File: config.mk
export PLATFORM = sky130hd
export DESIGN_NAME = rcc_lsecss_mon
export DESIGN_NICKNAME = d
export VERILOG_FILES = /design/src/rtl/rcc_lsecss_mon.sv
export SDC_FILE = /design/constraint.sdc
export NUM_CORES = 1
export LEC_CHECK = 0
export BUFFER_PORTS_ARGS = -buffer_cell sky130_fd_sc_hd__clkbuf_2
export CAP_MARGIN = 20
export CORE_MARGIN = 2
export CORE_UTILIZATION = 39
export DETAILED_ROUTE_END_ITERATION = 12
export HOLD_SLACK_MARGIN = 0.1
export PLACE_DENSITY = 0.66
export SYNTH_ARGS = -nofsm -noshare
export SYNTH_HDL_FRONTEND = slang
export SYNTH_SLANG_ARGS = --single-unit
File: constraint.sdc
create_clock -name clk -period 1.8 [get_ports clk]
set_input_delay 0 -clock clk [delete_from_list [all_inputs] [get_ports clk]]
set_output_delay 0 -clock clk [all_outputs]
set_load 0.1 [all_outputs]
File: src/rtl/rcc_lsecss_mon.sv
// ---------------------------------------------------------------------------
// rcc_lsecss_mon
//
// LSE clock security monitor. The raw LSE oscillator output is sampled as
// plain data on the always-running reference clock. The gap between
// successive LSE rising edges is measured in reference cycles. If the gap
// reaches TIMEOUT, the LSE is declared failed. The failure is a sticky level
// that only a reset clears.
//
// Ports:
//   clk          reference clock, the only clock of the block
//   rst_n        synchronous active-low reset (backup-domain reset)
//   lse_clk      raw LSE oscillator output, asynchronous, treated as data
//   lseon        LSE enable from the backup-domain register block
//   lsecsson     CSS enable from the backup-domain register block
//   lse_rdy      LSE ready from the oscillator
//   lsecss_fail  sticky failure level (high while in FAIL)
//   lsecss_int   one-cycle pulse in the first FAIL cycle
//   css_active   high while the monitor is actively checking edge gaps
// ---------------------------------------------------------------------------
module rcc_lsecss_mon #(
    parameter int CNT_W     = 8,
    parameter int TIMEOUT   = 200,
    parameter int ARM_EDGES = 4
) (
    input  logic clk,
    input  logic rst_n,
    input  logic lse_clk,
    input  logic lseon,
    input  logic lsecsson,
    input  logic lse_rdy,
    output logic lsecss_fail,
    output logic lsecss_int,
    output logic css_active
);

    localparam int EC_W = $clog2(ARM_EDGES + 1);

    localparam logic [CNT_W-1:0] GAP_LAST = CNT_W'(TIMEOUT - 1);
    localparam logic [CNT_W-1:0] GAP_MAX  = {CNT_W{1'b1}};
    localparam logic [EC_W-1:0]  EC_LAST  = EC_W'(ARM_EDGES - 1);
    localparam logic [EC_W-1:0]  EC_FULL  = EC_W'(ARM_EDGES);

    typedef enum logic [2:0] {
        ST_IDLE     = 3'd0,
        ST_WAIT_RDY = 3'd1,
        ST_ARM      = 3'd2,
        ST_MONITOR  = 3'd3,
        ST_FAIL     = 3'd4
    } state_t;

    // -----------------------------------------------------------------------
    // Control synchronizers: bit 0 = lseon, bit 1 = lsecsson, bit 2 = lse_rdy
    // -----------------------------------------------------------------------
    logic [2:0] ctl_in;
    logic [2:0] ctl_sync;

    assign ctl_in = {lse_rdy, lsecsson, lseon};

    generate
        for (genvar gi = 0; gi < 3; gi++) begin : g_ctl_sync
            logic meta_reg;
            logic sync_reg;

            always_ff @(posedge clk) begin
                if (!rst_n) begin
                    meta_reg <= 1'b0;
                    sync_reg <= 1'b0;
                end else begin
                    meta_reg <= ctl_in[gi];
                    sync_reg <= meta_reg;
                end
            end

            assign ctl_sync[gi] = sync_reg;
        end
    endgenerate

    logic lseon_s;
    logic lsecsson_s;
    logic lse_rdy_s;

    assign lseon_s    = ctl_sync[0];
    assign lsecsson_s = ctl_sync[1];
    assign lse_rdy_s  = ctl_sync[2];

    // -----------------------------------------------------------------------
    // LSE synchronizer plus a third flop for rising-edge detection
    // -----------------------------------------------------------------------
    logic lse_meta_reg;
    logic lse_sync_reg;
    logic lse_prev_reg;
    logic lse_edge;

    always_ff @(posedge clk) begin
        if (!rst_n) begin
            lse_meta_reg <= 1'b0;
            lse_sync_reg <= 1'b0;
            lse_prev_reg <= 1'b0;
        end else begin
            lse_meta_reg <= lse_clk;
            lse_sync_reg <= lse_meta_reg;
            lse_prev_reg <= lse_sync_reg;
        end
    end

    assign lse_edge = lse_sync_reg & ~lse_prev_reg;

    // -----------------------------------------------------------------------
    // State and counters
    // -----------------------------------------------------------------------
    state_t            state_reg;
    state_t            state_next;
    logic [CNT_W-1:0]  gap_reg;
    logic [CNT_W-1:0]  gap_next;
    logic [EC_W-1:0]   edge_cnt_reg;
    logic [EC_W-1:0]   edge_cnt_next;
    logic              int_done_reg;

    logic enabled;
    logic gap_expire;
    logic arm_done;
    logic counting;

    assign enabled  = lseon_s & lsecsson_s;
    assign counting = (state_reg == ST_ARM) || (state_reg == ST_MONITOR);

    // The last permitted cycle of the gap window. An edge arriving in this
    // very cycle still rescues the oscillator, so the edge has priority.
    assign gap_expire = (gap_reg == GAP_LAST) && !lse_edge;

    // The edge that brings the edge count up to ARM_EDGES completes arming.
    assign arm_done = lse_edge && (edge_cnt_reg == EC_LAST);

    // State register
    always_ff @(posedge clk) begin
        if (!rst_n) begin
            state_reg    <= ST_IDLE;
            gap_reg      <= '0;
            edge_cnt_reg <= '0;
            int_done_reg <= 1'b0;
        end else begin
            state_reg    <= state_next;
            gap_reg      <= gap_next;
            edge_cnt_reg <= edge_cnt_next;
            // Remembers that the first FAIL cycle has already been seen,
            // so the interrupt pulse lasts exactly one cycle.
            int_done_reg <= (state_reg == ST_FAIL);
        end
    end

    // Next-state logic. Losing the enables takes priority over a timeout,
    // so a deliberate LSE shutdown is never reported as a failure.
    always_comb begin
        state_next = state_reg;
        case (state_reg)
            ST_IDLE: begin
                if (enabled) state_next = ST_WAIT_RDY;
            end
            ST_WAIT_RDY: begin
                if (!enabled)      state_next = ST_IDLE;
                else if (lse_rdy_s) state_next = ST_ARM;
            end
            ST_ARM: begin
                if (!enabled)        state_next = ST_IDLE;
                else if (arm_done)   state_next = ST_MONITOR;
                else if (gap_expire) state_next = ST_FAIL;
            end
            ST_MONITOR: begin
                if (!enabled)        state_next = ST_IDLE;
                else if (gap_expire) state_next = ST_FAIL;
            end
            ST_FAIL: begin
                state_next = ST_FAIL;
            end
            default: begin
                state_next = ST_IDLE;
            end
        endcase
    end

    // Counter datapath. The gap counter only runs while arming or monitoring
    // and saturates rather than wrapping. The edge count is only advanced
    // during arming and is held (saturated) in MONITOR.
    always_comb begin
        gap_next      = '0;
        edge_cnt_next = '0;
        if (counting) begin
            if (lse_edge)
                gap_next = '0;
            else if (gap_reg == GAP_MAX)
                gap_next = gap_reg;
            else
                gap_next = gap_reg + CNT_W'(1);

            edge_cnt_next = edge_cnt_reg;
            if ((state_reg == ST_ARM) && lse_edge && (edge_cnt_reg != EC_FULL))
                edge_cnt_next = edge_cnt_reg + EC_W'(1);
        end
    end

    // Output decode, from registered state only
    always_comb begin
        css_active  = (state_reg == ST_MONITOR);
        lsecss_fail = (state_reg == ST_FAIL);
        lsecss_int  = (state_reg == ST_FAIL) && !int_done_reg;
    end

endmodule

After elaboration in Yosys (flattened, before gate mapping)
Cells that the tools add are included.
Word-level totals
  register bits after elaboration: 24
  bits in latches: 0
  RAM bits: 0
  memory bits (read-only): 0
  input bits: 6
  output and inout bits: 3
  word-level logic and storage cells: 50
  memories: 0
Operators by class
  $add $sub $neg: 2
  multiply operators: 0
  divide/modulo/power cells: 0
  magnitude comparators: 0
  equal/unequal tests: 10
  shifts and indexed selects: 0
  mux-type cells: 8
  bitwise logic cells: 5
  reductions and logical operators: 12
Operators by type and width (count)
  $mux W3: 7
  $eq A8 B8 Y1 const B: 2
  $pmux W3 S5: 1
  $eq A3 B2 Y1 const B: 3
  $add A8 B1 Y8 const B: 1
  $ne A3 B3 Y1 const B: 2
  $logic_and A1 B1 Y1: 5
  $reduce_and A2 Y1: 2
  $add A3 B1 Y3 const B: 1
  $eq A3 B1 Y1 const B: 1
  $eq A3 B3 Y1 const B: 1
  $logic_not A3 Y1: 1
  $not A1 Y1: 3
  $reduce_or A3 Y1: 1
  $and A1 B1 Y1: 2
  $logic_not A1 Y1: 2
  $ne A2 B2 Y1 const B: 1
  $logic_or A1 B1 Y1: 1

Longest topological paths before layout
  depth after elaboration: 8
  gate-level depth with buffers: 5
  mapped depth without buffers: 5

Worst setup path after synthesis
No wires, ideal clock.
  kind: register to output
  from: register state_reg[0]
  to: output port lsecss_int
  data arrival time: 1868 ps
  required time: 1800 ps
  path slack: -68 ps
  stages on the path, launching flop included: 5
  path buffers: 1
  cell sequence: dfxtp_1 > buf_2 > nor2_1 > nand2_1 > nor2_1
On the way
  cells in the longest elaborated chain, start to end: 2
RTL lines
  from (decl): line 112  | state_t state_reg;
  from (signal assigned): line 143  | state_reg <= state_next;
  $eq A3 B3 Y1: line 206  | lsecss_int = (state_reg == ST_FAIL) && !int_done_reg;
  $logic_and A1 B1 Y1: line 206
  to (decl): line 33  | output logic lsecss_int,
Every way passes these cells.

Worst setup path in the final report
  from: register gap_reg[0]
  to: register state_reg[0]
On the way
  cells in the longest elaborated chain, start to end: 6
  elaborated cells between the ends (all ways): 7
  those cells by class: eq/ne: 1; mux: 5; reduce/logical: 1
RTL lines
  from (decl): line 114  | logic [CNT_W-1:0] gap_reg;
  from (signal assigned): line 144  | gap_reg <= gap_next;
  $eq A8 B8 Y1 (*): line 130  | assign gap_expire = (gap_reg == GAP_LAST) && !lse_edge;
  $logic_and A1 B1 Y1 (*): line 130
  $mux W3 (*)
  $mux W3 (2 in a row)
  $pmux W3 S5 (*)
Mark *: on every way between the ends. The rest lies on a longest branch, timed or not.
A chain may end at the register's enable or synchronous reset.

==> impl_metrics.csv <==
group,metric,value,unit
outcome,status,"completed",
finish,n_antenna_cell,0,
sta,rsz0062_at_grt,"false",
floorplan,row_count,18,
finish,largest_reg_flops,8,
worst_setup_path,crit-reg2reg-launch,"gap_reg[0]",
synth,synth.cell_area,0.00103,sq mm
cts,cts-root-buf,"clkbuf_4",
sta,setup_viol,0,
cts,cts_buffers,3,
drt,firstDrtPassIters,4,
finish,areaGrowthSynthToFinish,20.8,%
finish,final_common_cell,"dfxtp_1",
floorplan,fp.coreArea,0.00248,sq mm
worst_setup_path,critPathRequiredTime,2.01,ns
finish,area.sequential,480,sq um
synth,yosysTopAreaCell,"dfxtp_1",
cts,postCtsSetupBuffers,0,
worst_setup_path,arrival,1.80,ns
grt,grt_pass1_vias,781,
sta,hold_violations,0,
drt,route.detailed.drc,0,
floorplan,io_pins,9,
finish,final_cell_mix,"24 x dfxtp_1, 14 x nor2_1, 10 x and2_1, 10 x nand2_1, 9 x dlygate4sd3_1",
synth,avgSynthCellArea,8.93,sq um
drt,routedWlPerCell,10.6,um
sta,tns,0,ns
grt,grt_pass1_wl,3260,um
cts,htreeDepth,1,
floorplan,die_area,0.00306,sq mm
grt,gr-total-overflow,0,
cts,cts_tree,"done",
sta,post-route-min-period,1.59,ns
cts,cts_buffer_depth,2,
finish,drive_above_1_share,13.4,%
sta,max_slew_margin,64.2,%
sta,final_max_slew_viol_count,0,
finish,final_nets,145,
grt,grtUsageTotal,13.0,%
power,peakVddDrop,551,uV
synth,synth_cell_types,33,
worst_hold_path,min_path_type,"reg2reg",
drt,ant_nets,0,
power,p_leak,0.522,nW
sta,skew,0.00178,ns
placed_design,dpl_cell_area,0.00110,sq mm
synth,async_flop_share,0,%
grt,grt_max_degree,16,
synth,ys_seq_elements,24,
sta,fmax,0.630,GHz
floorplan,start_util,41.5,%
placed_design,gp_congestion,0.810,
synth,yosys_warnings,0,
synth,yosysSeqAreaShare,46.8,%
worst_setup_path,critPathKind,"reg2reg",
synth,synth_ff_type,"dfxtp_1",
worst_setup_path,endpoint_kind,"flop",
worst_hold_path,min_from,"g_ctl_sync[1].meta_reg",
drt,vias,830,
drt,routed_via_density,5.06,
worst_setup_path,crit_start,"gap_reg[0]",
cts,clock_latency,0.31,ns
worst_setup_path,cp_max_fo,6,
power,power.density,774,mW/mm^2
floorplan,die_h,55.3,um
placed_design,portBuffers,8,
finish,final_cell_area,0.00124,sq mm
drt,drt-initial-drc-count,24,
synth,yosys-top-cells-area,"dfxtp_1 47%, and2_1 6.1%, nor2_1 5.5%, ha_1 4.9%, nand2_1 3.7%",
finish,nFillCells,244,
worst_setup_path,start_kind,"flop",
sta,tightestPinTransition,0.540,ns
synth,synth-edff-count,0,
grt,antenna_found_initial,0,
cts,clk_pin_slew,0.13,ns
run,cap_viol_max_count,0,
sta,fin_crit_sh,88.2,%
synth,syn-num-nets,125,
finish,multi_input_area,526,sq um
floorplan,dieWidth,55.3,um
drt,totalWireLength,1730,um
synth,syn_inst,115,
cts,cts_num_sinks,24,
placed_design,dpl.hpwl,1260,um
synth,synth_top_area_share,46.8,%
-- where the power goes --
| group | internal [mW] | leakage, nW | switching [mW] | total, mW |
|---|---|---|---|---|
| logic | 0.0229 | 0.299 | 0.0118 | 0.0347 |
| clock network | 0.225 | 0.0279 | 0.157 | 0.382 |
| registers | 0.540 | 0.195 | 0.00422 | 0.544 |
| total | 0.788 | 0.522 | 0.173 | 0.961 |
-- through the flow --
stage	power [mW]	worst slack (ns)	util, %	std cells	hold slack [ns]
after CTS	0.975	0.199	50.1	164	0.455
after global routing	1.01	0.0837	50.1	164	0.483
after global placement	0.575	0.320	44.3	151	0.205
final	0.961	0.213	50.1	164	0.452
after floorplan	0.567	0.210	-	115	0.127
after detailed placement	0.576	0.234	44.3	151	0.209
-- what timing repair did --
action / in CTS / in global routing
hold endpoints to repair: 10 / 0
hold buffers: 9 / 0
gates resized for setup: 0 / 0
-- cell families after synthesis --
group / count (synthesis) / synth area share (%)
AOI/OAI and AO/OA: 16 / 11.1
xor gates and xnor gates: 3 / 2.56
adders and majority gates: 4 / 4.87
buffers and inverters: 6 / 2.31
DFF: 24 / 46.8
muxes: 3 / 2.92
and+or+nand+nor: 59 / 29.5
-- critical path, stage by stage (launching register included) --
cell and delay [ns]:
dfxtp_1 0.38, ha_1 0.24, nand4_1 0.27, nor3_2 0.31
nor3_1 0.08, a32o_1 0.21
-- per-layer routing --
metal	vias up	track usage (%)	share of wire, %
li1	437	-	-
met1	372	16.4	49
met3	2	3.51	4.2
met4	0	4.88	0.87
met5	-	0	0
met2	19	21.3	46
-- worst paths after layout --
kind	endpoint	slack, ns	cells past startpoint
setup / recovery	state_reg[0]	0.21	5
hold reg to reg	g_ctl_sync[1].sync_reg	0.45	1
hold / removal	g_ctl_sync[1].sync_reg	0.45	1
setup reg to reg	state_reg[0]	0.21	5
-- synthesized netlist by cell type, types with 2 or more instances --
library cell and instances:
inv_1 4, nand2b_1 2, nor2_1 15, a21oi_1 5, nand2_1 10, ha_1 4
nand3_1 5, mux2i_1 3, dfxtp_1 24, and3_1 2, nor3_1 6, and2_1 10
xor2_1 2, o21ai_0 3, or3_1 2
-- cell type report --
cell class | instances | share of cell area (%)
tap | 30 | 3.02
inverter | 4 | 1.21
clock inverter | 1 | 2.42
clock buffer | 3 | 1.81
sequential | 24 | 38.7
timing repair buffer | 17 | 10.5
multi-input combinational | 85 | 42.3
(Power assumes the default switching activity.)
